## config.mk

```make
export PLATFORM = sky130hd
export DESIGN_NAME = host_injector
export DESIGN_NICKNAME = d
export VERILOG_FILES = /design/src/rtl/injector_pkg.sv /design/src/rtl/lane_fifo.sv /design/src/rtl/host_injector.sv
export SDC_FILE = /design/constraint.sdc
export NUM_CORES = 1
export LEC_CHECK = 0
export ABC_AREA = 1
export CELL_PAD_IN_SITES_DETAIL_PLACEMENT = 1
export CELL_PAD_IN_SITES_GLOBAL_PLACEMENT = 1
export CORE_AREA = 5 5 226 228
export CTS_CLUSTER_SIZE = 8
export DETAILED_ROUTE_END_ITERATION = 7
export DIE_AREA = 0 0 231 233
export PLACE_DENSITY_LB_ADDON = 0.1
export SKIP_LAST_GASP = 1
export SYNTH_ARGS = -nofsm -noshare
export SYNTH_HDL_FRONTEND = slang
export SYNTH_SLANG_ARGS = --single-unit
export TNS_END_PERCENT = 20
```

## constraint.sdc

```tcl
create_clock -name clk -period 2.32 [get_ports clk]
set_input_delay 0.232 -clock clk [delete_from_list [all_inputs] [get_ports clk]]
set_output_delay 0.232 -clock clk [all_outputs]
set_load 0.03 [all_outputs]
```

## src/rtl/injector_pkg.sv

```systemverilog
// Shared constants and types for the host_injector ingress path.
package injector_pkg;

    localparam int DW_DEFAULT    = 8;
    localparam int DEPTH_DEFAULT = 16;
    localparam int NUM_LANES     = 3;

    localparam logic [2:0] ADDR_LANE0  = 3'd0;
    localparam logic [2:0] ADDR_LANE1  = 3'd1;
    localparam logic [2:0] ADDR_LANE2  = 3'd2;
    localparam logic [2:0] ADDR_STATUS = 3'd3;
    localparam logic [2:0] ADDR_DROP0  = 3'd4;
    localparam logic [2:0] ADDR_DROP1  = 3'd5;
    localparam logic [2:0] ADDR_DROP2  = 3'd6;
    localparam logic [2:0] ADDR_CTRL   = 3'd7;

    typedef logic [1:0] lane_idx_t;

    // Status byte layout: {2'b0, overflow[2:0], full[2:0]}
    localparam int STAT_FULL_LSB = 0;
    localparam int STAT_OVF_LSB  = 3;

    localparam logic [7:0] DROP_MAX = 8'hFF;

endpackage

```

## src/rtl/lane_fifo.sv

```systemverilog
// Single-clock show-ahead FIFO feeding one switch input port.
module lane_fifo
    import injector_pkg::*;
#(
    parameter int DW    = DW_DEFAULT,
    parameter int DEPTH = DEPTH_DEFAULT,
    localparam int CW   = $clog2(DEPTH) + 1
) (
    input  logic          clk,
    input  logic          reset_n,
    input  logic          push,
    input  logic [DW-1:0] push_data,
    input  logic          ready,
    input  logic          flush,
    output logic [DW-1:0] head_data,
    output logic          full,
    output logic          empty,
    output logic [CW-1:0] count,
    output logic          overflow
);

    localparam int AW = $clog2(DEPTH);

    logic [DW-1:0] mem [DEPTH];
    logic [AW-1:0] wr_ptr;
    logic [AW-1:0] rd_ptr;
    logic          push_ok;
    logic          pop;

    assign full  = (count == CW'(DEPTH));
    assign empty = (count == '0);

    // Handshake: a byte moves when valid (= !empty) and ready are both high at
    // a rising edge; while valid && !ready the head byte and valid hold.
    assign pop     = ready && !empty && !flush;
    assign push_ok = push && !full && !flush;
    // Full is judged on the pre-edge count, so a same-cycle pop cannot rescue a push.
    assign overflow = push && full && !flush;

    assign head_data = mem[rd_ptr];

    always_ff @(posedge clk) begin
        if (push_ok) begin
            mem[wr_ptr] <= push_data;
        end
    end

    always_ff @(posedge clk or negedge reset_n) begin
        if (!reset_n) begin
            wr_ptr <= '0;
            rd_ptr <= '0;
            count  <= '0;
        end else if (flush) begin
            wr_ptr <= '0;
            rd_ptr <= '0;
            count  <= '0;
        end else begin
            if (push_ok) begin
                wr_ptr <= wr_ptr + AW'(1);
            end
            if (pop) begin
                rd_ptr <= rd_ptr + AW'(1);
            end
            case ({push_ok, pop})
                2'b10:   count <= count + CW'(1);
                2'b01:   count <= count - CW'(1);
                default: count <= count;
            endcase
        end
    end

endmodule

```

## src/rtl/host_injector.sv

```systemverilog
// Host-to-switch ingress: slave-port writes into three lane FIFOs plus status/drop registers.
// Optional lane flush via address 7 is built when INJECTOR_FLUSH_EN is defined.
module host_injector
    import injector_pkg::*;
#(
    parameter int DW    = DW_DEFAULT,
    parameter int DEPTH = DEPTH_DEFAULT
) (
    input  logic          clk,
    input  logic          reset_n,
    input  logic          chipselect,
    input  logic          write,
    input  logic          read,
    input  logic [2:0]    address,
    input  logic [DW-1:0] writedata,
    output logic [DW-1:0] readdata,
    output logic [DW-1:0] out_data1,
    output logic [DW-1:0] out_data2,
    output logic [DW-1:0] out_data3,
    output logic          out_valid1,
    output logic          out_valid2,
    output logic          out_valid3,
    input  logic          out_ready1,
    input  logic          out_ready2,
    input  logic          out_ready3
);

    localparam int CW = $clog2(DEPTH) + 1;

    logic                 wr_en;
    logic                 rd_en;
    logic [NUM_LANES-1:0] lane_push;
    logic [NUM_LANES-1:0] lane_flush;
    logic [NUM_LANES-1:0] lane_ready;
    logic [NUM_LANES-1:0] lane_full;
    logic [NUM_LANES-1:0] lane_empty;
    logic [NUM_LANES-1:0] lane_ovf_pulse;
    logic [NUM_LANES-1:0] ovf_flag;
    logic [DW-1:0]        lane_head  [NUM_LANES];
    logic [CW-1:0]        lane_count [NUM_LANES];
    logic [7:0]           drop_cnt   [NUM_LANES];
    logic [DW-1:0]        rd_mux;
    logic [DW-1:0]        capability;

    assign wr_en = chipselect && write;
    assign rd_en = chipselect && read;

    assign lane_ready = {out_ready3, out_ready2, out_ready1};

    always_comb begin
        lane_push = '0;
        if (wr_en) begin
            case (address)
                ADDR_LANE0: lane_push[0] = 1'b1;
                ADDR_LANE1: lane_push[1] = 1'b1;
                ADDR_LANE2: lane_push[2] = 1'b1;
                default:    lane_push = '0;
            endcase
        end
    end

`ifdef INJECTOR_FLUSH_EN
    assign lane_flush = (wr_en && address == ADDR_CTRL) ? writedata[NUM_LANES-1:0] : '0;
    assign capability = DW'(8'h01);
`else
    assign lane_flush = '0;
    assign capability = DW'(8'h00);
`endif

    for (genvar g = 0; g < NUM_LANES; g++) begin : g_lane
        lane_fifo #(
            .DW    (DW),
            .DEPTH (DEPTH)
        ) u_fifo (
            .clk       (clk),
            .reset_n   (reset_n),
            .push      (lane_push[g]),
            .push_data (writedata),
            .ready     (lane_ready[g]),
            .flush     (lane_flush[g]),
            .head_data (lane_head[g]),
            .full      (lane_full[g]),
            .empty     (lane_empty[g]),
            .count     (lane_count[g]),
            .overflow  (lane_ovf_pulse[g])
        );

        // Overflow is sticky until the host clears it; drop counts saturate.
        always_ff @(posedge clk or negedge reset_n) begin
            if (!reset_n) begin
                ovf_flag[g] <= 1'b0;
                drop_cnt[g] <= '0;
            end else begin
                if (lane_ovf_pulse[g]) begin
                    ovf_flag[g] <= 1'b1;
                end else if (wr_en && address == ADDR_STATUS && writedata[g]) begin
                    ovf_flag[g] <= 1'b0;
                end
                if (lane_ovf_pulse[g] && drop_cnt[g] != DROP_MAX) begin
                    drop_cnt[g] <= drop_cnt[g] + 8'd1;
                end
            end
        end
    end

    assign out_data1  = lane_head[0];
    assign out_data2  = lane_head[1];
    assign out_data3  = lane_head[2];
    assign out_valid1 = !lane_empty[0];
    assign out_valid2 = !lane_empty[1];
    assign out_valid3 = !lane_empty[2];

    always_comb begin
        rd_mux = '0;
        case (address)
            ADDR_LANE0:  rd_mux = DW'(lane_count[0]);
            ADDR_LANE1:  rd_mux = DW'(lane_count[1]);
            ADDR_LANE2:  rd_mux = DW'(lane_count[2]);
            ADDR_STATUS: begin
                rd_mux[STAT_FULL_LSB +: NUM_LANES] = lane_full;
                rd_mux[STAT_OVF_LSB  +: NUM_LANES] = ovf_flag;
            end
            ADDR_DROP0:  rd_mux = DW'(drop_cnt[0]);
            ADDR_DROP1:  rd_mux = DW'(drop_cnt[1]);
            ADDR_DROP2:  rd_mux = DW'(drop_cnt[2]);
            ADDR_CTRL:   rd_mux = capability;
            default:     rd_mux = '0;
        endcase
    end

    // Reads sample pre-edge state, so a same-cycle write is not yet visible.
    always_ff @(posedge clk or negedge reset_n) begin
        if (!reset_n) begin
            readdata <= '0;
        end else if (rd_en) begin
            readdata <= rd_mux;
        end else begin
            readdata <= '0;
        end
    end

endmodule

```

==> out/results.txt <==
initial antenna violation count: 0
type of the worst setup path: reg2out
synthesized area per cell: 9.61 µm²
setup repair after global routing missed its margin: true
maximum fanout encountered on the critical timing path: 5
Post-Synth Adder-Cell Area: 0.0205
PwrDens: 1200 mW/mm²
number of unique standard cell types used by synthesis: 29
xor and xnor area share after synthesis: 0.0145
Async S/R FF share, synth: 0.162
Min-Delay Path Class: in2reg
half-perimeter wire length of the detailed placement result: 37,300 µm
Layout area overhead: 22.8%
most frequent cell after synthesis: sky130_fd_sc_hd__nand2_1
H-tree levels: 3
post-route minimum period: 2.35 ns
EDFF count, synth: 384
first-pass GRT wire length: 94,200 µm
overall fraction of global-route tracks in use: 0.225
Critical Path AT: 2.12 ns
total count of hold-check failures in the final report: 0
clock tree from TritonCTS: done
Cells after Synth: 2,207
multiplexer area fraction after synthesis: 0
worst vdd rail ir drop: 874 µV
total power: 31,300 µW
share of the synthesized area in the top cell type: 0.544
largest family of logic cells by synthesized area: simple AND/OR/NAND/NOR gates
global route total overflow: 0
run status: finished, violations left
violated checks: setup timing
count of antenna diodes in the layout: 0
DR DRC count: 0
fraction of the mapped netlist area in compound gates: 0.0120
Maximum Capacitance Violations: 0
number of iterations in the first detailed-routing pass: 5
clock network fraction of total power: 0.286
final period utilization: 1.01
number of nets at the end of the flow: 2,461
worst clock skew: 0.0311 ns
width of the chip: 231 µm
via count of the routed design: 15,894
clk sink count: 458
floorplan die height: 233 µm
number of I/O pins: 54
Placer Congestion: 0.863
library cell occupying the most area in the post-synthesis netlist: sky130_fd_sc_hd__edfxtp_1
capturing element type of the critical path: output port
filler instances: 5,377
simple-gate share of the synthesized area: 0.235
post-route ant nets: 0
Leak Pwr: 0.0117 µW
worst max-slew margin expressed relative to the limit: 0.507
cell types with the largest area share after synthesis: sky130_fd_sc_hd__edfxtp_1 (54%), sky130_fd_sc_hd__nand2_1 (12%), sky130_fd_sc_hd__dfrtp_1 (8.7%)
Combinational Power Share: 0.401
ranking of synthesized cells by instance count: sky130_fd_sc_hd__nand2_1 (704), sky130_fd_sc_hd__edfxtp_1 (384), sky130_fd_sc_hd__inv_1 (372)
master cell of the clock root buffer: sky130_fd_sc_hd__clkbuf_16
Final Slew Violations: 0
net count after synthesis: 2,259
Clock transition at path regs: 0.05 ns
worst setup slack after layout: -0.0274 ns
sequential area share after synthesis: 0.631
top achievable clock speed: 426 MHz
share of total power in sequential cells: 0.313
starting DRC count in detailed routing: 884
ratio of cells with drive above 1 in the final layout: 0.151
startpoint class of the critical path: register
switching power summed over all nets: 11,800 µW
die outline area: 0.0538 mm²
total standard cell area after synthesis: 0.0212 mm²
number of storage elements in the synthesis netlist: 458
buffer depth of the longest clock path: 3
detailed-route vias per instance: 5.18
number of CTS-inserted buffers: 67
final hold slack: 0.0877 ns
Post-synth top flop: sky130_fd_sc_hd__edfxtp_1
Clk Latency, worst-skew pair: 0.59 ns
Std-Cell Rows: 81
Pint: 19,500 µW
initial core utilization: 0.436
final wirelength: 61,800 µm
Setup Total Neg Slack: -0.0274 ns
placeable core area: 0.0486 mm²
maximum number of pins on one net before global-route repair: 75
Finish-stage setup viols: 1
average routed wire per standard cell: 20.1 µm
required time at the endpoint of the critical path: 2.09 ns
switch share: 0.378
slew at the pin with the worst max-slew slack: 0.739 ns
Yosys warnings: 0
vias in the first global route: 16,908
Buffers on Ports: 53
## layout make-up
class | count | area [µm²] | area share
flip-flops and latches | 458 | 13400 | 0.514
multi-input cells | 1282 | 6260 | 0.240
repair buffers | 217 | 2250 | 0.0863
inverters | 381 | 1460 | 0.0561
repair inverters | 2 | 25.0 | 0.000961
clock inverters | 3 | 25.0 | 0.000961
well taps | 622 | 778 | 0.0299
clock buffers | 103 | 1850 | 0.0712
## metrics by stage
step | cells | utilization | instance area, µm² | setup WS (ns)
after floorplan | 2207 | - | 21200 | 0.0499
after global placement | 2930 | 0.478 | 23300 | -0.111
after detailed placement | 2930 | 0.478 | 23300 | -0.225
after CTS | 3048 | 0.522 | 25400 | -0.0974
after global routing | 3068 | 0.535 | 26000 | -0.0869
final | 3068 | 0.535 | 26000 | -0.0274
## critical path, cell delays in order (launching register included)
cell and delay [ns]:
sky130_fd_sc_hd__dfrtp_2 0.50, sky130_fd_sc_hd__inv_8 0.09, sky130_fd_sc_hd__buf_12 0.15, sky130_fd_sc_hd__buf_12 0.12, sky130_fd_sc_hd__nand2_1 0.08, sky130_fd_sc_hd__nand3_1 0.10, sky130_fd_sc_hd__nand3_1 0.12, sky130_fd_sc_hd__nand3_2 0.11
sky130_fd_sc_hd__nand2_1 0.11, sky130_fd_sc_hd__buf_6 0.13
## power groups by stage
stage / registers (µW) / logic (µW) / clock network (µW)
2_1_floorplan: 9760 / 6460 / 0
3_3_place_gp: 9860 / 10400 / 0
3_5_place_dp: 9870 / 10600 / 0
4_1_cts: 9760 / 11200 / 9150
5_1_grt: 9830 / 13600 / 9530
6_report: 9780 / 12500 / 8950
## registers in the layout (all words and copies together), names as in the netlist
register / cells
g_lane.u_fifo.count: 15
ovf_flag: 3
drop_cnt: 24
g_lane.u_fifo.mem: 384
readdata: 8
g_lane.u_fifo.rd_ptr: 12
g_lane.u_fifo.wr_ptr: 12
## placed cells by master (no fill, tap or decap), types with 3 or more instances in the layout
cell,Yosys,routed
sky130_fd_sc_hd__buf_16,0,4
sky130_fd_sc_hd__buf_12,0,23
sky130_fd_sc_hd__nand4_1,20,20
sky130_fd_sc_hd__nand2_2,2,24
sky130_fd_sc_hd__clkdlybuf4s50_1,0,20
sky130_fd_sc_hd__xnor2_1,12,12
sky130_fd_sc_hd__clkbuf_16,0,76
sky130_fd_sc_hd__nor2_4,4,4
sky130_fd_sc_hd__inv_6,0,3
sky130_fd_sc_hd__inv_1,372,369
sky130_fd_sc_hd__dfrtp_1,74,69
sky130_fd_sc_hd__nand3_1,331,289
sky130_fd_sc_hd__buf_4,0,129
sky130_fd_sc_hd__nand2_1,704,682
sky130_fd_sc_hd__fa_1,3,3
sky130_fd_sc_hd__buf_6,4,21
sky130_fd_sc_hd__a21oi_1,18,17
sky130_fd_sc_hd__nand3_2,2,44
sky130_fd_sc_hd__clkbuf_1,29,34
sky130_fd_sc_hd__xor2_1,23,23
sky130_fd_sc_hd__clkinv_1,6,4
sky130_fd_sc_hd__buf_2,50,8
sky130_fd_sc_hd__ha_1,30,29
sky130_fd_sc_hd__nor2_2,2,6
sky130_fd_sc_hd__nor3_1,41,41
sky130_fd_sc_hd__nor2_1,53,49
sky130_fd_sc_hd__edfxtp_1,384,384
sky130_fd_sc_hd__inv_2,3,3
sky130_fd_sc_hd__o21ai_0,29,29
sky130_fd_sc_hd__dfrtp_2,0,5
## layer usage
layer | vias to the layer above | part of all wire | global-route usage
met5 | - | 0 | 0
met4 | 0 | 0.021 | 0.0650
met3 | 94 | 0.038 | 0.0316
met2 | 312 | 0.50 | 0.398
met1 | 7957 | 0.44 | 0.289
li1 | 7531 | - | -
## repair_timing
action | 4_1_cts | 5_1_grt
hold buffers | 1 | 0
endpoints found under the hold margin | 74 | 0
pin swaps | 1 | 14
cloned | 6 | 9
buffers inserted | 5 | 14
endpoints found under the setup margin | 24 | 31
gates resized for setup | 58 | 124
## cells by family (layout without fill, tap and decap cells)
| kind of cell | after synthesis | after routing |
|---|---|---|
| AND/OR/NAND/NOR | 1164 | 1164 |
| buffers and inverters | 467 | 706 |
| flip-flops | 458 | 458 |
| AO/OA/AOI/OAI | 50 | 50 |
| XOR/XNOR | 35 | 35 |
| adder cells (fa/ha/maj) | 33 | 33 |
## worst paths after layout
kind / cells past startpoint / slack [ns] / to / startpoint
setup / recovery: 9 / -0.03 / out_data2[1] / g_lane[1].u_fifo.rd_ptr[0]$_DFFE_PN0P_
hold / removal: 1 / 0.09 / g_lane[0].u_fifo.mem[3][7]$_DFFE_PP_ / writedata[7]
setup reg to reg: 12 / 0.12 / g_lane[2].u_fifo.count[4]$_DFFE_PN0P_ / g_lane[2].u_fifo.count[3]$_DFFE_PN0P_
hold reg to reg: 2 / 0.51 / ovf_flag[0]$_DFFE_PN0P_ / ovf_flag[0]$_DFFE_PN0P_
max in group asynchronous: 3 / 1.69 / g_lane[2].u_fifo.rd_ptr[0]$_DFFE_PN0P_ / reset_n
min in group asynchronous: 3 / 0.23 / drop_cnt[15]$_DFFE_PN0P_ / reset_n
Power figures use the tool's default switching activity.
